===== src/rtl/fetch_prefetch_queue_if.sv =====
// fetch_prefetch_queue_if: ROM, redirect and decode-side signals of the prefetch queue
interface fetch_prefetch_queue_if #(
    parameter int DEPTH  = 4,
    parameter int ADDR_W = 8,
    parameter int DATA_W = 32
);
    logic                         fetch_en;
    logic [ADDR_W-1:0]            imem_addr;
    logic [DATA_W-1:0]            imem_instr;
    logic                         redirect;
    logic [ADDR_W-1:0]            redirect_target;
    logic                         ID_ready;
    logic                         ID_valid;
    logic [DATA_W-1:0]            ID_instruction;
    logic [ADDR_W-1:0]            ID_PC;
    logic [ADDR_W-1:0]            ID_NextPC;
    logic [$clog2(DEPTH+1)-1:0]   count;
    modport master (
        input  fetch_en, imem_instr, redirect, redirect_target, ID_ready,
        output imem_addr, ID_valid, ID_instruction, ID_PC, ID_NextPC, count
    );
    modport slave (
        output fetch_en, imem_instr, redirect, redirect_target, ID_ready,
        input  imem_addr, ID_valid, ID_instruction, ID_PC, ID_NextPC, count
    );
endinterface


===== src/rtl/fetch_prefetch_queue.sv =====
// fetch_prefetch_queue: sequential fetch into a FWFT queue of {PC, PC+4, instruction} with branch flush
module fetch_prefetch_queue #(
    parameter int DEPTH    = 4,
    parameter int ADDR_W   = 8,
    parameter int DATA_W   = 32,
    parameter int RESET_PC = 0
) (
    input logic Clk,
    input logic Reset,
    fetch_prefetch_queue_if.master bus
);
    localparam int PW = $clog2(DEPTH);
    localparam int CW = $clog2(DEPTH + 1);
    logic [ADDR_W-1:0] fetch_pc;
    logic [PW-1:0]     head, tail;
    logic [CW-1:0]     cnt;
    logic [ADDR_W-1:0] pc_q    [DEPTH];
    logic [DATA_W-1:0] instr_q [DEPTH];
    logic              valid, pop, push;
    assign valid = cnt != '0;
    assign pop   = valid & bus.ID_ready & ~bus.redirect;
    assign push  = bus.fetch_en & ~bus.redirect & ((cnt < CW'(DEPTH)) | pop);
    always_ff @(posedge Clk or negedge Reset)
        if (!Reset) begin
            fetch_pc <= ADDR_W'(RESET_PC);
            head     <= '0;
            tail     <= '0;
            cnt      <= '0;
        end else if (bus.redirect) begin
            fetch_pc <= bus.redirect_target & ~ADDR_W'(3);
            head     <= '0;
            tail     <= '0;
            cnt      <= '0;
        end else begin
            if (push) begin
                tail     <= tail + PW'(1);
                fetch_pc <= fetch_pc + ADDR_W'(4);
            end
            if (pop)
                head <= head + PW'(1);
            cnt <= cnt + CW'(push) - CW'(pop);
        end
    // Entry storage needs no reset: outputs are masked whenever the queue is empty
    always_ff @(posedge Clk)
        if (push) begin
            pc_q[tail]    <= fetch_pc;
            instr_q[tail] <= bus.imem_instr;
        end
    assign bus.imem_addr      = fetch_pc;
    assign bus.count          = cnt;
    assign bus.ID_valid       = valid;
    assign bus.ID_instruction = valid ? instr_q[head] : '0;
    assign bus.ID_PC          = valid ? pc_q[head] : '0;
    assign bus.ID_NextPC      = valid ? pc_q[head] + ADDR_W'(4) : '0;
endmodule


===== src/flat_wrapper.sv =====
// flat-port wrapper written by rule: the top's interface ports become plain ports
module fetch_prefetch_queue_flat 
#(
    parameter int DEPTH    = 4,
    parameter int ADDR_W   = 8,
    parameter int DATA_W   = 32,
    parameter int RESET_PC = 0
)
  (Clk, Reset, bus_fetch_en, bus_imem_instr, bus_redirect, bus_redirect_target, bus_ID_ready, bus_imem_addr, bus_ID_valid, bus_ID_instruction, bus_ID_PC, bus_ID_NextPC, bus_count);
  fetch_prefetch_queue_if #(.DEPTH(DEPTH), .ADDR_W(ADDR_W), .DATA_W(DATA_W)) bus_i ();
  input logic Clk;
  input logic Reset;
  input wire logic [$bits(bus_i.fetch_en)-1:0] bus_fetch_en;
  input wire logic [$bits(bus_i.imem_instr)-1:0] bus_imem_instr;
  input wire logic [$bits(bus_i.redirect)-1:0] bus_redirect;
  input wire logic [$bits(bus_i.redirect_target)-1:0] bus_redirect_target;
  input wire logic [$bits(bus_i.ID_ready)-1:0] bus_ID_ready;
  output wire logic [$bits(bus_i.imem_addr)-1:0] bus_imem_addr;
  output wire logic [$bits(bus_i.ID_valid)-1:0] bus_ID_valid;
  output wire logic [$bits(bus_i.ID_instruction)-1:0] bus_ID_instruction;
  output wire logic [$bits(bus_i.ID_PC)-1:0] bus_ID_PC;
  output wire logic [$bits(bus_i.ID_NextPC)-1:0] bus_ID_NextPC;
  output wire logic [$bits(bus_i.count)-1:0] bus_count;
  assign bus_i.fetch_en = bus_fetch_en;
  assign bus_i.imem_instr = bus_imem_instr;
  assign bus_i.redirect = bus_redirect;
  assign bus_i.redirect_target = bus_redirect_target;
  assign bus_i.ID_ready = bus_ID_ready;
  assign bus_imem_addr = bus_i.imem_addr;
  assign bus_ID_valid = bus_i.ID_valid;
  assign bus_ID_instruction = bus_i.ID_instruction;
  assign bus_ID_PC = bus_i.ID_PC;
  assign bus_ID_NextPC = bus_i.ID_NextPC;
  assign bus_count = bus_i.count;
  fetch_prefetch_queue #(.DEPTH(DEPTH), .ADDR_W(ADDR_W), .DATA_W(DATA_W), .RESET_PC(RESET_PC)) u_core (.Clk(Clk), .Reset(Reset), .bus(bus_i));
endmodule

===== config.mk =====
export PLATFORM = sky130hd
export DESIGN_NAME = fetch_prefetch_queue_flat
export DESIGN_NICKNAME = d
export VERILOG_FILES = /design/src/rtl/fetch_prefetch_queue_if.sv /design/src/rtl/fetch_prefetch_queue.sv /design/src/flat_wrapper.sv
export SDC_FILE = /design/constraint.sdc
export NUM_CORES = 1
export LEC_CHECK = 0
export ABC_CLOCK_PERIOD_IN_PS = 2170
export CAP_MARGIN = 10
export CORE_ASPECT_RATIO = 1.4
export CORE_UTILIZATION = 46
export DETAILED_ROUTE_END_ITERATION = 7
export PLACE_DENSITY = 0.85
export SLEW_MARGIN = 10
export SYNTH_ARGS = -nofsm -noshare
export SYNTH_HDL_FRONTEND = slang
export SYNTH_SLANG_ARGS = --single-unit

===== constraint.sdc =====
create_clock -name Clk -period 2.17 [get_ports Clk]
set_input_delay 0.434 -clock Clk [delete_from_list [all_inputs] [get_ports Clk]]
set_output_delay 0.434 -clock Clk [all_outputs]
set_load 0.05 [all_outputs]

==> results of run 1 <==
[area by class of cell]
class	instances	area (um^2)
repair buffers	138	1490
clock inverters	12	153
inverters	6	22.5
clock buffers	20	437
multi-input cells	155	1760
well taps	185	231
flip-flops and latches	165	4900
fillers	936	4990
[synth_stat cells, types with 4 or more instances]
cell      count  area (um^2)
xor2_1       10         87.6
o21ai_0       7         35.0
nand2_1      11         41.3
buf_2         4         20.0
dfrtp_1      13          325
nand3_1       6         30.0
clkbuf_1      7         26.3
buf_4         6         45.0
and2_1       45          282
edfxtp_1    152         4560
mux4_1        5          131
mux4_2       33          743
ha_1          8          100
inv_1         6         22.5
nor2_1       11         41.3
[power groups by stage]
| stage | Combinational [mW] | Sequential, mW | Clock (mW) |
|---|---|---|---|
| 3_3_place_gp | 4.09 | 3.84 | 0 |
| 3_5_place_dp | 4.15 | 3.86 | 0 |
| 2_1_floorplan | 2.72 | 3.92 | 0 |
| 6_report | 4.66 | 3.79 | 2.96 |
| 4_1_cts | 4.46 | 3.79 | 3.01 |
| 5_1_grt | 4.88 | 3.81 | 3.15 |
[critical path, cell delays in order (launching register included)]
cell and delay [ps]:
dfrtp_2 490, mux4_1 540, nand2_1 130, or4_1 500
nand2_2 110, buf_12 140
[per-layer routing]
metal | track usage [%] | vias to the layer above | routed length [um]
met4 | 7.09 | 0 | 178
met3 | 4.82 | 16 | 547
li1 | - | 1599 | -
met5 | 0 | - | 0
met1 | 19.7 | 1831 | 5010
met2 | 33.0 | 98 | 7160
[path summary, 6_finish.rpt]
check	cells past startpoint	slack, ps	start	end
worst max-delay path	5	-580	u_core.head[0]	bus_ID_NextPC[7]
worst min-delay path	1	410	Reset	u_core.bus.count[1]
worst max register to register	10	150	u_core.bus.count[2]	u_core.bus.count[1]
worst min register to register	0	610	u_core.bus.imem_addr[3]	u_core.pc_q[1][3]
max in group asynchronous	1	1320	Reset	u_core.bus.count[2]
min in group Clk	3	580	bus_redirect_target[3]	u_core.bus.imem_addr[3]
[kinds of logic after synthesis]
| logic type | count (synthesis) |
|---|---|
| fa+ha+maj | 9 |
| xor+xnor | 13 |
| other cells | 1 |
| flops | 165 |
| simple gates | 80 |
| buf+inv | 27 |
| mux | 39 |
| compound gates | 8 |
[state kept, by name (all words and copies together) (netlist names)]
name                  flops
u_core.tail               2
u_core.bus.imem_addr      6
u_core.head               2
u_core.pc_q              24
u_core.instr_q          128
u_core.bus.count          3
[cells in the final DEF (no fill, tap or decap), drive strengths merged]
cell type | netlist | final
edfxtp | 152 | 152
buf | 14 | 85
clkdlybuf4s50 | 0 | 45
and2 | 45 | 45
mux4 | 38 | 38
clkbuf | 7 | 22
dfrtp | 13 | 13
nand2 | 11 | 11
nor2 | 11 | 11
xor2 | 10 | 10
ha | 8 | 8
inv | 6 | 8
o21ai | 7 | 7
conb | 1 | 6
dlygate4sd2 | 0 | 6
nand3 | 6 | 6
clkinv | 0 | 5
bufinv | 0 | 3
xnor2 | 3 | 3
nand4 | 2 | 2
clkinvlp | 0 | 2
nor3 | 1 | 1
nand2b | 1 | 1
nor2b | 1 | 1
or4 | 1 | 1
and3 | 1 | 1
mux2i | 1 | 1
a21oi | 1 | 1
fa | 1 | 1
[per-stage QoR]
step | util [%] | hold WS (ps) | setup WS (ps)
floorplan | - | 138 | -148
global placement | 57.9 | 557 | -160
detailed placement | 57.9 | 581 | -204
CTS | 63.4 | 407 | -526
global route | 64.3 | 436 | -664
finish | 64.3 | 407 | -581
[timing repair]
action | 4_1_cts | 5_1_grt
gates cloned | 0 | 2
buffers inserted | 6 | 5
pin swaps | 4 | 3
resized for setup | 44 | 14
setup endpoints to repair | 50 | 45
==> reports/metrics.json, run 1 <==
{
  "timing": {
    "hold_viol_final": 0,
    "slew-limit-headroom_pct": 58.5,
    "final-setup-viol-count": 44,
    "layout_setup_ws_ps": -581,
    "fin_skew_ps": 9.06,
    "slew_violations": 0,
    "timing.final.crit_period_ps": 2750,
    "setup_tns_ps": -17110,
    "timing.final.crit_share_pct": 127,
    "rsz0062_at_grt": "true",
    "tightest_slew_ps": 620,
    "fmax_ghz": 0.363
  },
  "place": {
    "placed_area_mm2": 0.00809,
    "io_buffers": 96,
    "place_hpwl_mm": 7.98,
    "place_inst": 638,
    "routabilityCongestion": 0.770
  },
  "global_route": {
    "wire_length_of_the_first_global_routing_pass_mm": 19.9,
    "antenna_found_initial": 0,
    "globalRoute.totalOverflow": 0,
    "number_of_global_route_vias_before_repair": 3782,
    "track_usage_pct": 17.9,
    "maximum_number_of_pins_on_one_net_before_global_route_repair": 42
  },
  "synthesis": {
    "area_fraction_in_and_or_nand_and_nor_cells_after_synthesis_pct": 6.60,
    "dominant_combinational_cell_family_by_area_after_synthesis": "multiplexers",
    "synthXorXnorAreaFrac_pct": 1.72,
    "synthCells": 342,
    "synth-async-reset-ratio_pct": 7.88,
    "synth_area_mm2": 0.00664,
    "ys_seq_area_share_pct": 73.7,
    "yosys_warnings": 0,
    "synth_fa_ha_area_share_pct": 1.81,
    "ys_types": 29,
    "synth_top_flop_cell": "edfxtp_1",
    "synth_mux_area_share_pct": 13.3,
    "synth-edff-count": 152,
    "synth.ff_latch_count": 165,
    "synth_compound_gate_area_share_pct": 0.603,
    "syn_avg_cell_area_um2": 19.4
  },
  "outcome": {
    "violations": "setup timing",
    "result_of_the_run": "finished with violations"
  },
  "pwr": {
    "cellLeakagePower_nw": 3.17,
    "post-layout-total-power_mw": 11.4,
    "clock_power_share_pct": 25.9,
    "combPwrFrac_pct": 40.8,
    "p_seq_share_pct": 33.2,
    "netSwitchingPower_mw": 3.98,
    "p_int_mw": 7.43,
    "ir_worst_vdd_mv": 0.730,
    "power.switching_fraction_pct": 34.9,
    "power_density_mw_per_mm2": 1270
  },
  "route": {
    "number_of_violations_reported_at_the_end_of_detailed_routing_iteration_0": 151,
    "post-route-drc-count": 0,
    "drt_first_pass_iters": 4,
    "drt-wirelength-per-cell_um": 18.9,
    "drt-total-wl_mm": 12.9,
    "drt.antenna.violating_nets": 0,
    "vias_per_cell": 5.20,
    "total_via_count_after_detailed_routing": 3544
  },
  "floorplanning": {
    "rows": 51,
    "initial_core_util_pct": 47.5,
    "die_w_um": 104,
    "boundaryPins": 105,
    "floorplan.die_area_mm2": 0.0149,
    "coreArea_mm2": 0.0140,
    "dieHeight_um": 144
  },
  "final_layout": {
    "total_non_filler_cell_area_in_the_finished_layout_mm2": 0.00898,
    "area_growth_from_synthesis_to_final_layout_pct": 35.4,
    "drive_above_1_share_pct": 38.3,
    "post_layout_nonfiller_instances": 681,
    "final_net_count": 537,
    "num_antenna_cells": 0
  },
  "cts": {
    "clk_pin_slew_worst_paths_ps": 60,
    "h-tree-depth": 4,
    "cts_tree": "yes",
    "cts_hold_repair.buffers": 0,
    "clock_sinks": 165,
    "root_buffer": "clkbuf_16",
    "clock_tree.buffer_depth": 2,
    "numCtsBuffers": 17,
    "insertion_delay_ps": 410
  },
  "setup_path": {
    "setup.worst_path.class": "flop to output pin",
    "worstPathRequired_ps": 1740,
    "critPathMaxFanout": 8,
    "crit_path_start_kind": "flop",
    "worst_ep_arrival_time_ps": 2320,
    "critical_path.endpoint_type": "output pin"
  },
  "run": {
    "max-cap-violations": 0
  },
  "min_path": {
    "min-delay-path-class": "primary input to async pin"
  }
}
Note: power is estimated with default switching activity, not from simulation.
==> inputs of run 2 (changes only) <==
SKIP_CTS_REPAIR_TIMING = 1   (was not set)
==> reports/metrics.json, run 2 (synthesis results as in run 1) <==
{
  "outcome": {
    "result_of_the_run": {"value": "finished with violations", "change": "unchanged"},
    "violations": {"value": "setup timing", "change": "unchanged"}
  },
  "route": {
    "met3_length": {"value": 573, "unit": "um", "change": "was 547 um"},
    "dr.max_layer_used": {"value": "met4", "change": "unchanged"},
    "drt-wirelength-per-cell": {"value": 19.2, "unit": "um", "change": "was 18.9 um"},
    "drt.antenna.violating_nets": {"value": 0, "change": "unchanged"},
    "m1WireLength": {"value": 4.86, "unit": "mm", "change": "was 5.01 mm"},
    "vias_per_cell": {"value": 5.15, "change": "was 5.20"},
    "post-route-drc-count": {"value": 0, "change": "unchanged"},
    "met2_length": {"value": 7.49, "unit": "mm", "change": "was 7.16 mm"},
    "drt_first_pass_iters": {"value": 4, "change": "unchanged"},
    "total_via_count_after_detailed_routing": {"value": 3523, "change": "was 3544"},
    "drt-total-wl": {"value": 13.1, "unit": "mm", "change": "was 12.9 mm"},
    "number_of_violations_reported_at_the_end_of_detailed_routing_iteration_0": {"value": 147, "change": "was 151"}
  },
  "setup_path": {
    "reg2reg_depth": {"value": 10, "change": "unchanged"},
    "critPathMaxFanout": {"value": 5, "change": "was 8"},
    "max_stage_delay": {"value": 540, "unit": "ps", "change": "about the same"},
    "critical_path_buf_inv_count": {"value": 2, "change": "was 1"},
    "worstPathRequired": {"value": 1740, "unit": "ps", "change": "about the same"},
    "crit_path_start_kind": {"value": "flop", "change": "unchanged"},
    "cp.depth": {"value": 7, "change": "was 5"},
    "cpMaxStageDelayCell": {"value": "mux4_2", "change": "was mux4_1"},
    "crit_path_cell_trace": {"value": "buf_6, mux4_2, ha_2, nand3_2, xor2_2, nor2_4, buf_4", "change": "was mux4_1, nand2_1, or4_1, nand2_2, buf_12"},
    "setup.worst_path.class": {"value": "flop to output pin", "change": "unchanged"},
    "crit_family": {"value": "multiplexers", "change": "was simple AND/OR/NAND/NOR gates"},
    "critical_path.endpoint_type": {"value": "output pin", "change": "unchanged"},
    "worst_ep_arrival_time": {"value": 2280, "unit": "ps", "change": "was 2320 ps"}
  },
  "cts": {
    "insertion_delay": {"value": 410, "unit": "ps", "change": "about the same"},
    "cts_tree": {"value": "yes", "change": "unchanged"},
    "h-tree-depth": {"value": 4, "change": "unchanged"},
    "clock_sinks": {"value": 165, "change": "unchanged"},
    "numCtsBuffers": {"value": 17, "change": "unchanged"},
    "root_buffer": {"value": "clkbuf_16", "change": "unchanged"},
    "clock_tree.buffer_depth": {"value": 2, "change": "unchanged"},
    "clk_pin_slew_worst_paths": {"value": 60, "unit": "ps", "change": "about the same"}
  },
  "global_route": {
    "antenna_found_initial": {"value": 0, "change": "unchanged"},
    "track_usage": {"value": 17.3, "unit": "%", "change": "was 17.9%"},
    "globalRoute.totalOverflow": {"value": 0, "change": "unchanged"},
    "number_of_global_route_vias_before_repair": {"value": 3679, "change": "was 3782"},
    "maximum_number_of_pins_on_one_net_before_global_route_repair": {"value": 42, "change": "unchanged"},
    "wire_length_of_the_first_global_routing_pass": {"value": 19.2, "unit": "mm", "change": "was 19.9 mm"}
  },
  "floorplanning": {
    "floorplan.die_area": {"value": 0.0149, "unit": "mm^2", "change": "unchanged"},
    "die_w": {"value": 104, "unit": "um", "change": "unchanged"},
    "rows": {"value": 51, "change": "unchanged"},
    "boundaryPins": {"value": 105, "change": "unchanged"},
    "dieHeight": {"value": 144, "unit": "um", "change": "unchanged"},
    "coreArea": {"value": 0.0140, "unit": "mm^2", "change": "unchanged"},
    "initial_core_util": {"value": 47.5, "unit": "%", "change": "unchanged"}
  },
  "timing": {
    "layout_setup_ws": {"value": -549, "unit": "ps", "change": "was -581 ps"},
    "final-setup-viol-count": {"value": 44, "change": "unchanged"},
    "fmax": {"value": 0.368, "unit": "GHz", "change": "was 0.363 GHz"},
    "timing.final.crit_share": {"value": 125, "unit": "%", "change": "was 127%"},
    "fin_skew": {"value": 10.4, "unit": "ps", "change": "was 9.06 ps"},
    "rsz0062_at_grt": {"value": "true", "change": "unchanged"},
    "slew-limit-headroom": {"value": 58.8, "unit": "%", "change": "was 58.5%"},
    "tightest_slew": {"value": 617, "unit": "ps", "change": "was 620 ps"},
    "hold_viol_final": {"value": 0, "change": "unchanged"},
    "timing.final.crit_period": {"value": 2720, "unit": "ps", "change": "was 2750 ps"},
    "slew_violations": {"value": 0, "change": "unchanged"},
    "fin_worst_hold_slack": {"value": 404, "unit": "ps", "change": "was 407 ps"}
  },
  "pwr": {
    "clock_power_share": {"value": 24.9, "unit": "%", "change": "was 25.9%"},
    "p_int": {"value": 7.82, "unit": "mW", "change": "was 7.43 mW"},
    "netSwitchingPower": {"value": 4.07, "unit": "mW", "change": "was 3.98 mW"},
    "power_density": {"value": 1290, "unit": "mW/mm^2", "change": "was 1270 mW/mm^2"},
    "cellLeakagePower": {"value": 3.32, "unit": "nW", "change": "was 3.17 nW"},
    "ir_worst_vdd": {"value": 0.762, "unit": "mV", "change": "was 0.730 mV"},
    "power.switching_fraction": {"value": 34.2, "unit": "%", "change": "was 34.9%"},
    "p_seq_share": {"value": 31.8, "unit": "%", "change": "was 33.2%"},
    "post-layout-total-power": {"value": 11.9, "unit": "mW", "change": "was 11.4 mW"},
    "combPwrFrac": {"value": 43.3, "unit": "%", "change": "was 40.8%"}
  },
  "final_layout": {
    "total_non_filler_cell_area_in_the_finished_layout": {"value": 0.00921, "unit": "mm^2", "change": "was 0.00898 mm^2"},
    "final_net_count": {"value": 540, "change": "was 537"},
    "largest_register": {"value": "u_core.instr_q", "change": "unchanged"},
    "post_layout_nonfiller_instances": {"value": 684, "change": "was 681"},
    "layout_commonest_cell": {"value": "edfxtp_1", "change": "unchanged"},
    "area_growth_from_synthesis_to_final_layout": {"value": 38.7, "unit": "%", "change": "was 35.4%"},
    "largest_register_ffs": {"value": 128, "change": "unchanged"},
    "final_core_util": {"value": 65.9, "unit": "%", "change": "was 64.3%"},
    "num_antenna_cells": {"value": 0, "change": "unchanged"},
    "drive_above_1_share": {"value": 43.3, "unit": "%", "change": "was 38.3%"},
    "mostFrequentLayoutCells": {"value": "edfxtp_1 (152), clkdlybuf4s50_1 (45), mux4_2 (37), buf_6 (37), and2_4 (36)", "change": "was edfxtp_1 (152), buf_4 (48), clkdlybuf4s50_1 (45)"}
  },
  "run": {
    "max-cap-violations": {"value": 0, "change": "unchanged"}
  },
  "min_path": {
    "min-delay-path-class": {"value": "primary input to async pin", "change": "unchanged"}
  },
  "place": {
    "placed_area": {"value": 0.00809, "unit": "mm^2", "change": "unchanged"},
    "place_hpwl": {"value": 7.98, "unit": "mm", "change": "unchanged"},
    "place_inst": {"value": 638, "change": "unchanged"},
    "io_buffers": {"value": 96, "change": "unchanged"},
    "routabilityCongestion": {"value": 0.770, "change": "unchanged"}
  }
}
[run 2: per-stage QoR]
stage | worst slack (ps) | setup TNS (ps)
4_1_cts | -661 | -21340
6_report | -549 | -14580
2_1_floorplan | -148 | -429
3_5_place_dp | -204 | -10190
5_1_grt | -622 | -17620
3_3_place_gp | -160 | -8420
[run 2: layout make-up]
type,count,area (um^2)
Clock inverter,12,153
Timing Repair Buffer,141,1680
Inverter,6,22.5
Sequential cell,165,4900
Multi-Input combinational cell,155,1790
Tap cell,185,231
Clock buffer,20,437
Fill cell,900,4770
[run 2: path summary, 6_finish.rpt]
path | start | endpoint | slack [ps]
setup / recovery | u_core.head[0] | bus_ID_NextPC[6] | -550
hold / removal | Reset | u_core.bus.count[1] | 400
setup reg to reg | u_core.bus.count[2] | u_core.bus.count[1] | 150
hold reg to reg | u_core.tail[1] | u_core.tail[1] | 610
max in group asynchronous | Reset | u_core.bus.count[2] | 1330
min in group Clk | bus_redirect_target[3] | u_core.bus.imem_addr[3] | 580
[run 2: power by group through the flow]
stage	registers [mW]	clock network, mW	logic (mW)
finish	3.78	2.96	5.14
global route	3.80	3.15	5.38
CTS	3.80	3.01	4.16
detailed placement	3.86	0	4.15
global placement	3.84	0	4.09
floorplan	3.92	0	2.72
[run 2: per-layer routing]
metal,up-vias,GRT usage (%)
met5,-,0
met3,14,4.82
met1,1816,19.2
met4,0,6.25
li1,1605,-
met2,88,31.7
